===== src/rtl/fifo_wr_arbiter.sv =====
// fifo_wr_arbiter: round-robin sharing of one FIFO write port with retry.
// Define FIFO_WR_ARB_STATS_EN to add the wr_count/retry_count outputs.
module fifo_wr_arbiter #(
  parameter int NUM_REQ    = 4,
  parameter int FIFO_WIDTH = 16,
  parameter int IDX_W      = $clog2(NUM_REQ)
) (
  input  logic                          clk,
  input  logic                          rst_n,
  input  logic [NUM_REQ-1:0]            req,
  input  logic [NUM_REQ*FIFO_WIDTH-1:0] req_data,
  output logic [NUM_REQ-1:0]            gnt,
  input  logic                          fifo_full,
  input  logic                          fifo_wr_ack,
  input  logic                          fifo_overflow,
  output logic                          fifo_wr_en,
  output logic [FIFO_WIDTH-1:0]         fifo_data_in,
  output logic                          busy
`ifdef FIFO_WR_ARB_STATS_EN
  ,
  output logic [15:0]                   wr_count,
  output logic [15:0]                   retry_count
`endif
);

  typedef enum logic [1:0] {
    IDLE,
    WRITE,
    CHECK,
    RETRY
  } state_t;

  localparam logic [NUM_REQ-1:0] ONE  = NUM_REQ'(1);
  localparam logic [IDX_W-1:0]   LAST = IDX_W'(NUM_REQ - 1);

  state_t                state;
  state_t                state_nxt;
  logic [IDX_W-1:0]      last_winner;
  logic [IDX_W-1:0]      winner;
  logic [IDX_W-1:0]      win_idx;
  logic [IDX_W-1:0]      idx;
  logic [NUM_REQ-1:0]    avail;
  logic [FIFO_WIDTH-1:0] hold;
  logic [FIFO_WIDTH-1:0] win_word;
  logic                  found;
  logic                  do_win;
  logic                  do_gnt;

  assign busy     = (state != IDLE);
  assign win_word = req_data[int'(win_idx)*FIFO_WIDTH +: FIFO_WIDTH];

  // search for the first request after the previous winner, wrapping
  always_comb begin
    avail   = req & ~gnt;
    found   = 1'b0;
    win_idx = '0;
    idx     = last_winner;
    for (int k = 0; k < NUM_REQ; k++) begin
      idx = (idx == LAST) ? '0 : idx + 1'b1;
      if (!found && avail[idx]) begin
        found   = 1'b1;
        win_idx = idx;
      end
    end
  end

  // next state and the win/grant strobes
  always_comb begin
    state_nxt = state;
    do_win    = 1'b0;
    do_gnt    = 1'b0;
    unique case (state)
      IDLE: begin
        if (!fifo_full && found) begin
          state_nxt = WRITE;
          do_win    = 1'b1;
        end
      end
      WRITE: state_nxt = CHECK;
      CHECK: begin
        if (fifo_overflow || !fifo_wr_ack) begin
          state_nxt = RETRY;
        end else begin
          state_nxt = IDLE;
          do_gnt    = 1'b1;
        end
      end
      RETRY: begin
        if (!fifo_full) state_nxt = WRITE;
      end
      default: state_nxt = IDLE;
    endcase
  end

  // state register
  always_ff @(posedge clk) begin
    if (!rst_n) state <= IDLE;
    else        state <= state_nxt;
  end

  // capture the winner, drive the write port and the grant pulse
  always_ff @(posedge clk) begin
    if (!rst_n) begin
      last_winner  <= LAST;
      winner       <= '0;
      hold         <= '0;
      gnt          <= '0;
      fifo_wr_en   <= 1'b0;
      fifo_data_in <= '0;
    end else begin
      fifo_wr_en <= (state_nxt == WRITE);
      gnt        <= do_gnt ? (ONE << winner) : '0;
      if (do_win) begin
        last_winner  <= win_idx;
        winner       <= win_idx;
        hold         <= win_word;
        fifo_data_in <= win_word;
      end else if (state == RETRY && state_nxt == WRITE) begin
        fifo_data_in <= hold;
      end
    end
  end

`ifdef FIFO_WR_ARB_STATS_EN
  // saturating counters of committed writes and retries
  always_ff @(posedge clk) begin
    if (!rst_n) begin
      wr_count    <= '0;
      retry_count <= '0;
    end else begin
      if (do_gnt && wr_count != 16'hFFFF)
        wr_count <= wr_count + 16'd1;
      if (state == CHECK && state_nxt == RETRY &&
          retry_count != 16'hFFFF)
        retry_count <= retry_count + 16'd1;
    end
  end
`endif

endmodule


===== config.mk =====
export PLATFORM = sky130hd
export DESIGN_NAME = fifo_wr_arbiter
export DESIGN_NICKNAME = d
export VERILOG_FILES = /design/src/rtl/fifo_wr_arbiter.sv
export SDC_FILE = /design/constraint.sdc
export NUM_CORES = 1
export LEC_CHECK = 0
export ABC_AREA = 1
export BUFFER_PORTS_ARGS = -buffer_cell sky130_fd_sc_hd__buf_2
export CORE_MARGIN = 5
export CORE_UTILIZATION = 25
export DETAILED_ROUTE_END_ITERATION = 12
export GPL_ROUTABILITY_DRIVEN = 0
export SYNTH_ARGS = -nofsm -noshare
export SYNTH_HDL_FRONTEND = slang
export SYNTH_SLANG_ARGS = --single-unit

===== constraint.sdc =====
create_clock -name clk -period 5.8 [get_ports clk]
set_input_delay 0 -clock clk [delete_from_list [all_inputs] [get_ports clk]]
set_output_delay 0 -clock clk [all_outputs]
set_load 0.01 [all_outputs]

==> results of run 1 <==
[critical path: cells and delay by family (launching register included)]
| family | cells | cell delay [ns] |
|---|---|---|
| flops | 1 | 0.37 |
| fa+ha+maj | 1 | 0.40 |
| simple gates | 12 | 2.35 |
| buf+inv | 1 | 0.10 |
| compound gates | 1 | 0.15 |
[cells by family (layout without fill, tap and decap cells)]
group / Yosys count / count (layout)
adder cells (fa/ha/maj): 1 / 1
flip-flops: 43 / 43
buffers and inverters: 98 / 179
AO/OA/AOI/OAI: 38 / 38
AND/OR/NAND/NOR: 236 / 236
[cell usage in the layout (no fill, tap or decap), types with 7 or more instances in the layout]
cell type  netlist  routed
inv_1           73      73
buf_2            7      94
nand2_2          7       7
a21oi_1         19      19
or2_0           11      11
nor2_1          27      27
nand3_1         85      85
nand2_1         92      92
o21ai_0         17      17
dfxtp_1         43      43
[state kept, by name, summed over array words and instances (netlist names)]
| name | cells |
|---|---|
| state | 2 |
| hold | 16 |
| gnt | 4 |
| fifo_data_in | 16 |
| winner | 2 |
| last_winner | 2 |
| fifo_wr_en | 1 |
[area by class of cell]
cell class                 instances  share of cell area
timing repair buffer              94               0.147
sequential                        43               0.269
multi-input combinational        275               0.405
clock buffer                       5              0.0215
inverter                          77              0.0903
tap                              133              0.0520
clock inverter                     3              0.0149
[power groups by stage]
| stage | Clock, mW | Combinational, mW | Sequential (mW) |
|---|---|---|---|
| after global placement | 0 | 0.675 | 0.389 |
| after CTS | 0.252 | 0.690 | 0.385 |
| after global routing | 0.260 | 0.789 | 0.391 |
| after floorplan | 0 | 0.531 | 0.398 |
| after detailed placement | 0 | 0.684 | 0.391 |
| final | 0.242 | 0.686 | 0.384 |
[final timing paths]
path	start	to	slack, ns	cells past startpoint
max	last_winner[0]	fifo_data_in[1]	2.37	15
min	fifo_full	fifo_wr_en	0.07	4
max reg2reg	last_winner[0]	fifo_data_in[1]	2.37	15
min reg2reg	winner[0]	gnt[0]	0.46	1
[routing by layer]
metal  track usage  vias to the layer above  routed length, um
met5             0                        -                  0
met4        0.0394                        0                140
met3        0.0453                       12                743
met2         0.169                       85               3080
met1         0.162                     1182               3620
li1              -                     1455                  -
==> metrics.txt, run 1 <==
status complete, no violations; FF+latch count, synth 43; VDD IR max ~0.13 mV; Fill cells around 1100; switching part of the total power 0.454; leading area contributor after synthesis dfxtp_1; Vias/cell 4.34; largest family of logic cells by synthesized area simple AND/OR/NAND/NOR gates; Syn Nets 490; H-tree depth 2; IO Pins 95; Adder-Cell Fraction of Synth Area 0.00491; post-synth top area share 0.338; actual slew at the worst max-slew pin 1.05 ns; Ys Warns 0; Die X 111 um; most common cell in the netlist nand2_1; Critical Path Max Stage Delay 0.76 ns; DRC 0; GRT Total Usage 0.118; WS Path Type flop to flop; total grt overflow 0; Internal 0.716 mW; maximum clock insertion buffer count 2; relative slew slack 0.298; synthesis-to-layout area growth 25.5%; Core Box Area 9860 um2; fin worst setup slack 2.37 ns; WL per Instance roughly 12 um; layout cells sized above 1 0.245; vias after detailed routing roughly 2700; Hold-fix buffers, CTS 0; post-synthesis sequential area ratio 0.338; Clk pin slew, worst setup/hold paths approximately 0.080 ns; crit path max-delay cell type nand2_1; P_leak 1.79 nW; post-DP HPWL between 5 and 6 mm; CP endpoint kind flop; pwr/cell area 410 nW/um2; IO Port Bufs 94; Worst path most repeated cell nand2_1; final instance area ~3200 um2; row cnt 36; Final Instance Count excl. Fillers 630; Post-synth EDFFs 0; Post-DRT Antenna Nets 0; final clock skew about 0.012 ns; Crit Path Max Fanout 33; DR pass1 iterations 4; Final Cycle Share 0.592; antenna diode count 0; critical path startpoint category flop; top post-synthesis cells by count nand2_1, nand3_1, inv_1; # placed instances 622; Synth Area in Compound Gates 0.0761; Async SR Flop Fraction 0; placed cell area 3080 um2; worst-skew pair later-pin latency approximately 0.3 ns; initial detailed-routing violation count approximately 140; root buf cell clkbuf_8; fin util 0.324; postcts setup bufs 0; # clock sinks 43; mux contribution to synthesized area 0; Area contributors post-synth dfxtp_1, nand3_1, nand2_1; crit-path cells ha_1 -> inv_2 -> nand2_1 -> nand2_1 -> nand2_1 -> nand2_2 -> nand2_1 -> nand2_1 -> nand2_1 -> nand2_2 -> nand2_1 -> nand3_1 -> nand3_1 -> nand2_1 -> a21oi_1; achievable frequency 0.291 GHz; Pins Over Slew Limit 0; drt total wl about 7.6 mm; critical path required time ~6 ns; Syn Area/Cell 6.13 um2; largest net degree at the start of global routing 36; first-pass GRT wire length 12.3 mm; initial core utilization 0.258; ys flop type dfxtp_1; die area 12300 um2; sw power 0.596 mW; multi-input logic area 1300 um2; hold crit path type input port to flop; Cells after Synth around 420; Comb pwr share 0.523; final hold violations 0; Die Y approximately 110 um; min cycle time layout 3.43 ns; dpl ws 2.43 ns; Final Setup Violations 0; fraction of the mapped netlist area in simple logic gates 0.428; number of buffers created by CTS 5; FF/Latch Area 861 um2; CP arrival 3.64 ns; vias in the first global route 2551; Post-CTS Resized 0; initial antenna violation count 0; synth unique cells 24; Synth Area in XOR/XNOR 0; total design power 1.31 mW; sequential share of power 0.292; WHS about 0.067 ns; Syn Std Cell Area between 2000 and 3000 um2; CTS tree done; clock power share 0.185; setup tns final 0 ns; Final nets 570; RSZ-0062 raised after global routing no; max_cap viols 0
Note: power is estimated with default switching activity, not from simulation.
==> run 2: changes to the inputs <==
==> constraint.sdc (replaced) <==
create_clock -name clk -period 3.44 [get_ports clk]
set_input_delay 0 -clock clk [delete_from_list [all_inputs] [get_ports clk]]
set_output_delay 0 -clock clk [all_outputs]
set_load 0.01 [all_outputs]
==> run 2 against run 1 <==
  * Routed wire length decreased by 2.8%
  * Sequential share of layout area increased by 0.074 points
  * Critical path type unchanged
  * Power increased by 63%
  * Largest power group unchanged
  * Sequential cell count unchanged
  * Setup slack got worse by 1.6 ns
  * Combinational power increased by 69%
  * Largest cell class unchanged
  * Critical path depth decreased by 3
  * Highest routed layer unchanged
  * Sequential power increased by 69%
  * Global-route usage decreased by 0.12 points
  * Die area unchanged
  * Utilization decreased by 0.089 points
  * Fmax increased by 29%
==> metrics.txt, run 2 (synthesized netlist as in run 1, its figures left out) <==
status complete, no violations; Clk pin slew, worst setup/hold paths 0.08 ns (about the same); postcts setup bufs 0 (unchanged); row cnt 36 (unchanged); root buf cell clkbuf_8; Final Instance Count excl. Fillers 632 (+0.32%); VDD IR max 0.204 mV (+53%); Core Box Area 9860 um2 (unchanged); synthesis-to-layout area growth 25.2%; pwr/cell area 670 nW/um2 (+63%); GRT Total Usage 0.117 (-0.00123); DRC 0 (unchanged); maximum clock insertion buffer count 2 (unchanged); die area 12300 um2 (unchanged); worst-skew pair later-pin latency 0.30 ns (about the same); drt total wl 7.37 mm (-2.8%); achievable frequency 0.374 GHz (+29%); vias in the first global route 2590 (+1.5%); Final Setup Violations 0 (unchanged); initial detailed-routing violation count 126 (-6.7%); Vias/cell 4.33 (-0.28%); H-tree depth 2 (unchanged); biggest regs fifo_data_in (16), hold (16), gnt (4); IO Port Bufs 94 (unchanged); DR pass1 iterations 5 (+1); WL per Instance 11.7 um (-3.1%); final hold violations 0 (unchanged); CTS tree done; WS Path Type flop to flop; RSZ-0062 raised after global routing no; most common cell after layout, fill and taps aside buf_2; FF-to-FF Start last_winner[0]; number of buffers created by CTS 5 (unchanged); critical path startpoint category flop; Die X 111 um (unchanged); Final Cycle Share 0.776 (+0.184); vias after detailed routing 2735 (+0.037%); IO Pins 95 (unchanged); actual slew at the worst max-slew pin 0.866 ns (-0.183 ns); antenna diode count 0 (unchanged); Post-CTS Resized 0 (unchanged); Crit Path Max Fanout 32 (-3.0%); most frequent cells in the layout buf_2, nand2_1, nand3_1, inv_1, dfxtp_1; first-pass GRT wire length 12.3 mm (+0.45%); CP arrival 2.82 ns (-0.82 ns); setup tns final 0 ns (unchanged); met3 WL 639 um (-14%); reg2reg end fifo_data_in[0]; max_cap viols 0 (unchanged); hold crit path type input port to flop; Post-DRT Antenna Nets 0 (unchanged); CP endpoint kind flop; Metal-1 WL 3.68 mm (+1.6%); Hold-fix buffers, CTS 0 (unchanged); hold depth 4 (unchanged); Hold Path End fifo_wr_en; worst reg2reg path depth 12 (-3); Die Y 111 um (unchanged); highest metal used met4; Reg2Reg Setup Slack 0.77 ns (-1.60 ns); Pins Over Slew Limit 0 (unchanged); # clock sinks 43 (unchanged); relative slew slack 0.421 (+0.123); met2 routed WL 2.98 mm (-3.0%); initial core utilization 0.258 (unchanged); final clock skew 0.00866 ns (-0.00331 ns); critical path required time 3.59 ns (-2.42 ns); initial antenna violation count 0 (unchanged); total grt overflow 0 (unchanged); Fill cells 1075 (-0.74%); P_leak 1.78 nW (-0.51%); largest net degree at the start of global routing 36 (unchanged); layout cells sized above 1 0.248 (+0.00302); post-DP HPWL 5.70 mm (-0.88%); min cycle time layout 2.67 ns (-0.763 ns); hold path start fifo_full; Final nets 572 (+0.35%); # placed instances 624 (+0.32%)
## run 2: power by group
part	leakage (nW)	internal, mW	switching (mW)
registers	0.355	0.605	0.0448
logic	1.39	0.391	0.771
clock network	0.0408	0.145	0.180
total	1.78	1.14	0.996
## run 2: through the flow
step	power [mW]	worst slack (ns)	area, um2	util	hold slack, ns
floorplan	1.57	1.37	2550	-	0.172
global placement	1.81	0.793	3100	0.314	0.368
detailed placement	1.83	0.765	3100	0.314	0.370
CTS	2.16	0.749	3190	0.324	0.0561
global route	2.36	0.404	3190	0.324	0.0867
finish	2.14	0.770	3190	0.324	0.0595
## run 2: worst max path at each step
stage,from,to,depth (start not counted)
3_3_place_gp,last_winner[0],fifo_data_in[7],12
3_5_place_dp,last_winner[0],fifo_data_in[7],12
5_1_grt,last_winner[0],fifo_data_in[3],12
4_1_cts,last_winner[0],fifo_data_in[7],12
6_report,last_winner[0],fifo_data_in[0],12
2_1_floorplan,last_winner[0],fifo_data_in[4],17
## run 2: area by class of cell
type / count / area, um2 / share of cell area
Multi-Input combinational cell: 275 / 1300 / 0.407
Clock inverter: 3 / 23.8 / 0.00745
Inverter: 77 / 289 / 0.0906
Timing Repair Buffer: 96 / 485 / 0.152
Sequential cell: 43 / 861 / 0.270
Clock buffer: 5 / 68.8 / 0.0216
Tap cell: 133 / 166 / 0.0521
## run 2: routing by layer
metal | global-route usage | vias to the layer above
met1 | 0.163 | 1185
met4 | 0.0312 | 0
met3 | 0.0398 | 4
li1 | - | 1457
met2 | 0.172 | 89
met5 | 0 | -
## run 2: worst max-delay path: stages (launching register included)
cell,delay (ns)
dfxtp_1,0.43
ha_1,0.26
inv_1,0.07
nand2_2,0.11
nand2_1,0.08
nand2_1,0.09
nand2_1,0.07
nand2_2,0.11
nand4_2,0.17
nand3_2,0.17
nand2_1,0.52
o21ai_0,0.36
a21oi_1,0.08
==> run 3: changes to the inputs <==
--- a/config.mk
+++ b/config.mk
@@ -5,7 +5,7 @@
 export SDC_FILE = /design/constraint.sdc
 export NUM_CORES = 1
 export LEC_CHECK = 0
-export ABC_AREA = 1
+export ABC_AREA = 0
 export BUFFER_PORTS_ARGS = -buffer_cell sky130_fd_sc_hd__buf_2
 export CORE_MARGIN = 5
 export CORE_UTILIZATION = 25
==> constraint.sdc (replaced) <==
create_clock -name clk -period 2.2 [get_ports clk]
set_input_delay 0 -clock clk [delete_from_list [all_inputs] [get_ports clk]]
set_output_delay 0 -clock clk [all_outputs]
set_load 0.01 [all_outputs]
==> run 3 against run 2 <==
  * Die area is 11% lower
  * Clock power is 99% higher
  * Synthesized area decreased by 12%
  * First-iteration DRC count fell by 44%
  * Largest power group is now registers
  * Global-route usage is 0.20 points lower
  * Sequential share of layout area grew 1.3 points
  * Synthesized cell count fell by 44%
  * Cell count down 31%
  * Fmax increased by 32%
  * Combinational power down 39%
  * Non-clock buffer count is 7 higher
  * Cell area down 4.7%
==> metrics.txt, run 3 <==
fin util 0.347 (+0.0235); Final Setup Violations 0 (unchanged); max_cap viols 0 (unchanged); Syn Std Cell Area 2250 um2 (-12%); P_leak 1.38 nW (-23%); CTS tree done; post-synthesis sequential area ratio 0.383 (+0.0453); Cells after Synth 235 (-44%); dpl ws 0.143 ns (-0.622 ns); Die Y 105 um (-5.5%); sw power 0.699 mW (-30%); postcts setup bufs 0 (unchanged); Pins Over Slew Limit 0 (unchanged); ys flop type dfxtp_1; Syn Area/Cell 9.57 um2 (+56%); biggest regs fifo_data_in (16), hold (16), gnt (4); synthesis-to-layout area growth 35.3%; Core Box Area 8760 um2 (-11%); post-DP HPWL 4.62 mm (-19%); most frequent cells in the layout buf_2, dfxtp_1, nand2_1, o221ai_1, mux2i_1; cell family with the largest share of critical-path delay adder cells; RSZ-0062 raised after global routing no; vias after detailed routing 2169 (-21%); drt total wl 6.54 mm (-11%); number of buffers created by CTS 5 (unchanged); crit-path cells ha_1 -> nor3_2 -> o221ai_2 -> nand3_2 -> buf_12 -> mux2i_1 -> o221ai_1; worst-skew pair later-pin latency 0.29 ns (about the same); largest net degree at the start of global routing 33 (-8.3%); synth unique cells 36 (+50%); min cycle time layout 2.02 ns (-0.650 ns); top post-synthesis cells by count dfxtp_1, nand2_1, mux2i_1; Ys Warns 0 (unchanged); Crit Path Max Fanout 16 (-50%); critical path startpoint category flop; Bufs and invs on worst path 1 (unchanged); Final nets 403 (-30%); actual slew at the worst max-slew pin 0.495 ns (-0.371 ns); FF+latch count, synth 43 (unchanged); final clock skew 0.00673 ns (-0.00193 ns); initial core utilization 0.257 (-0.00193); Vias/cell 4.95 (+14%); Die X 105 um (-5.5%); setup tns final 0 ns (unchanged); relative slew slack 0.665 (+0.245); Reg2Reg Setup Slack 0.18 ns (-0.59 ns); switching part of the total power 0.305 (-0.161); initial antenna violation count 0 (unchanged); VDD IR max 0.258 mV (+26%); Final Cycle Share 0.918 (+0.142); total design power 2.29 mW (+7.2%); achievable frequency 0.495 GHz (+32%); Async SR Flop Fraction 0 (unchanged); WS Path Type flop to flop; crit path max-delay cell type ha_1; Comb pwr share 0.309 (-0.235); post-synth top area share 0.383 (+0.0453); IO Port Bufs 94 (unchanged); fin worst setup slack 0.179 ns (-0.590 ns); first-pass GRT wire length 10.5 mm (-15%); WL per Instance 14.9 um (+28%); Post-DRT Antenna Nets 0 (unchanged); total grt overflow 0 (unchanged); # clock sinks 43 (unchanged); Internal 1.59 mW (+39%); critical path required time 2.37 ns (-1.22 ns); row cnt 34 (-5.6%); hold crit path type input port to flop; Critical Path Max Stage Delay 0.38 ns (-0.14 ns); sequential share of power 0.408 (+0.104); DR pass1 iterations 4 (-1); final hold violations 0 (unchanged); Post-synth EDFFs 0 (unchanged); CP arrival 2.19 ns (-0.63 ns); maximum clock insertion buffer count 2 (unchanged); layout cells sized above 1 0.415 (+0.167); most common cell in the netlist dfxtp_1; root buf cell clkbuf_8; initial detailed-routing violation count 70 (-44%); GRT Total Usage 0.115 (-0.00201); vias in the first global route 2218 (-14%); leading area contributor after synthesis dfxtp_1; CP endpoint kind flop; Clk pin slew, worst setup/hold paths 0.09 ns (about the same); Area contributors post-synth dfxtp_1, mux2i_1, o221ai_1; status complete, no violations; H-tree depth 2 (unchanged); clock power share 0.283 (+0.131); antenna diode count 0 (unchanged); IO Pins 95 (unchanged); DRC 0 (unchanged); die area 11000 um2 (-11%); Syn Nets 309 (-37%); most common cell after layout, fill and taps aside buf_2; pwr/cell area 753 nW/um2 (+12%)
==> run 3: metal layers <==
layer,vias to the layer above,part of all wire,global-route usage
li1,1067,-,-
met1,1024,0.43,0.140
met2,72,0.49,0.195
met3,6,0.060,0.0314
met4,0,0.013,0.0402
met5,-,0,0
==> run 3: worst paths after layout <==
path	startpoint	end	cells past startpoint
max	last_winner[0]	fifo_data_in[13]	7
min	req_data[26]	fifo_data_in[10]	3
max reg2reg	last_winner[0]	fifo_data_in[13]	7
min reg2reg	hold[3]	hold[3]	2
==> run 3: timing repair <==
item                                   in CTS  in global routing
hold buffers                                2                  0
endpoints found under the hold margin       2                  0
setup endpoints to repair                   0                 21
gates resized for setup                     0                  4
==> run 3: per-stage QoR <==
stage                     hold WS [ns]  instance area [um2]  cells
final                           0.0390                 3040    438
after global routing            0.0361                 3040    438
after CTS                       0.0301                 3000    437
after detailed placement         0.257                 2860    427
after global placement           0.246                 2860    427
after floorplan                 0.0762                 2250    235
==> run 3: power groups by stage <==
stage	registers, mW	logic [mW]	clock network (mW)
floorplan	0.958	0.431	0
global placement	0.949	0.648	0
detailed placement	0.952	0.667	0
CTS	0.934	0.671	0.676
global route	0.950	0.780	0.709
finish	0.935	0.707	0.648
==> run 3: cells by family after synthesis <==
family	synth area share
and+or+nand+nor	0.150
AOI/OAI and AO/OA	0.195
muxes	0.218
DFF	0.383
buffers and inverters	0.0484
adders and majority gates	0.00556
==> run 3: layout make-up <==
| cell class | instances | area (um2) |
|---|---|---|
| flip-flops and latches | 43 | 861 |
| clock buffers | 6 | 82.6 |
| inverters | 6 | 22.5 |
| multi-input cells | 170 | 1290 |
| clock inverters | 2 | 35.0 |
| well taps | 108 | 135 |
| repair buffers | 103 | 611 |
| fillers | 916 | 5720 |
==> run 3: worst register-to-register path, delay by kind of cell, from the launching register on <==
kind            cells  cell delay (ns)
simple gates        2             0.36
compound gates      2             0.31
fa+ha+maj           1             0.38
buf+inv             1             0.21
mux                 1             0.29
flops               1             0.35
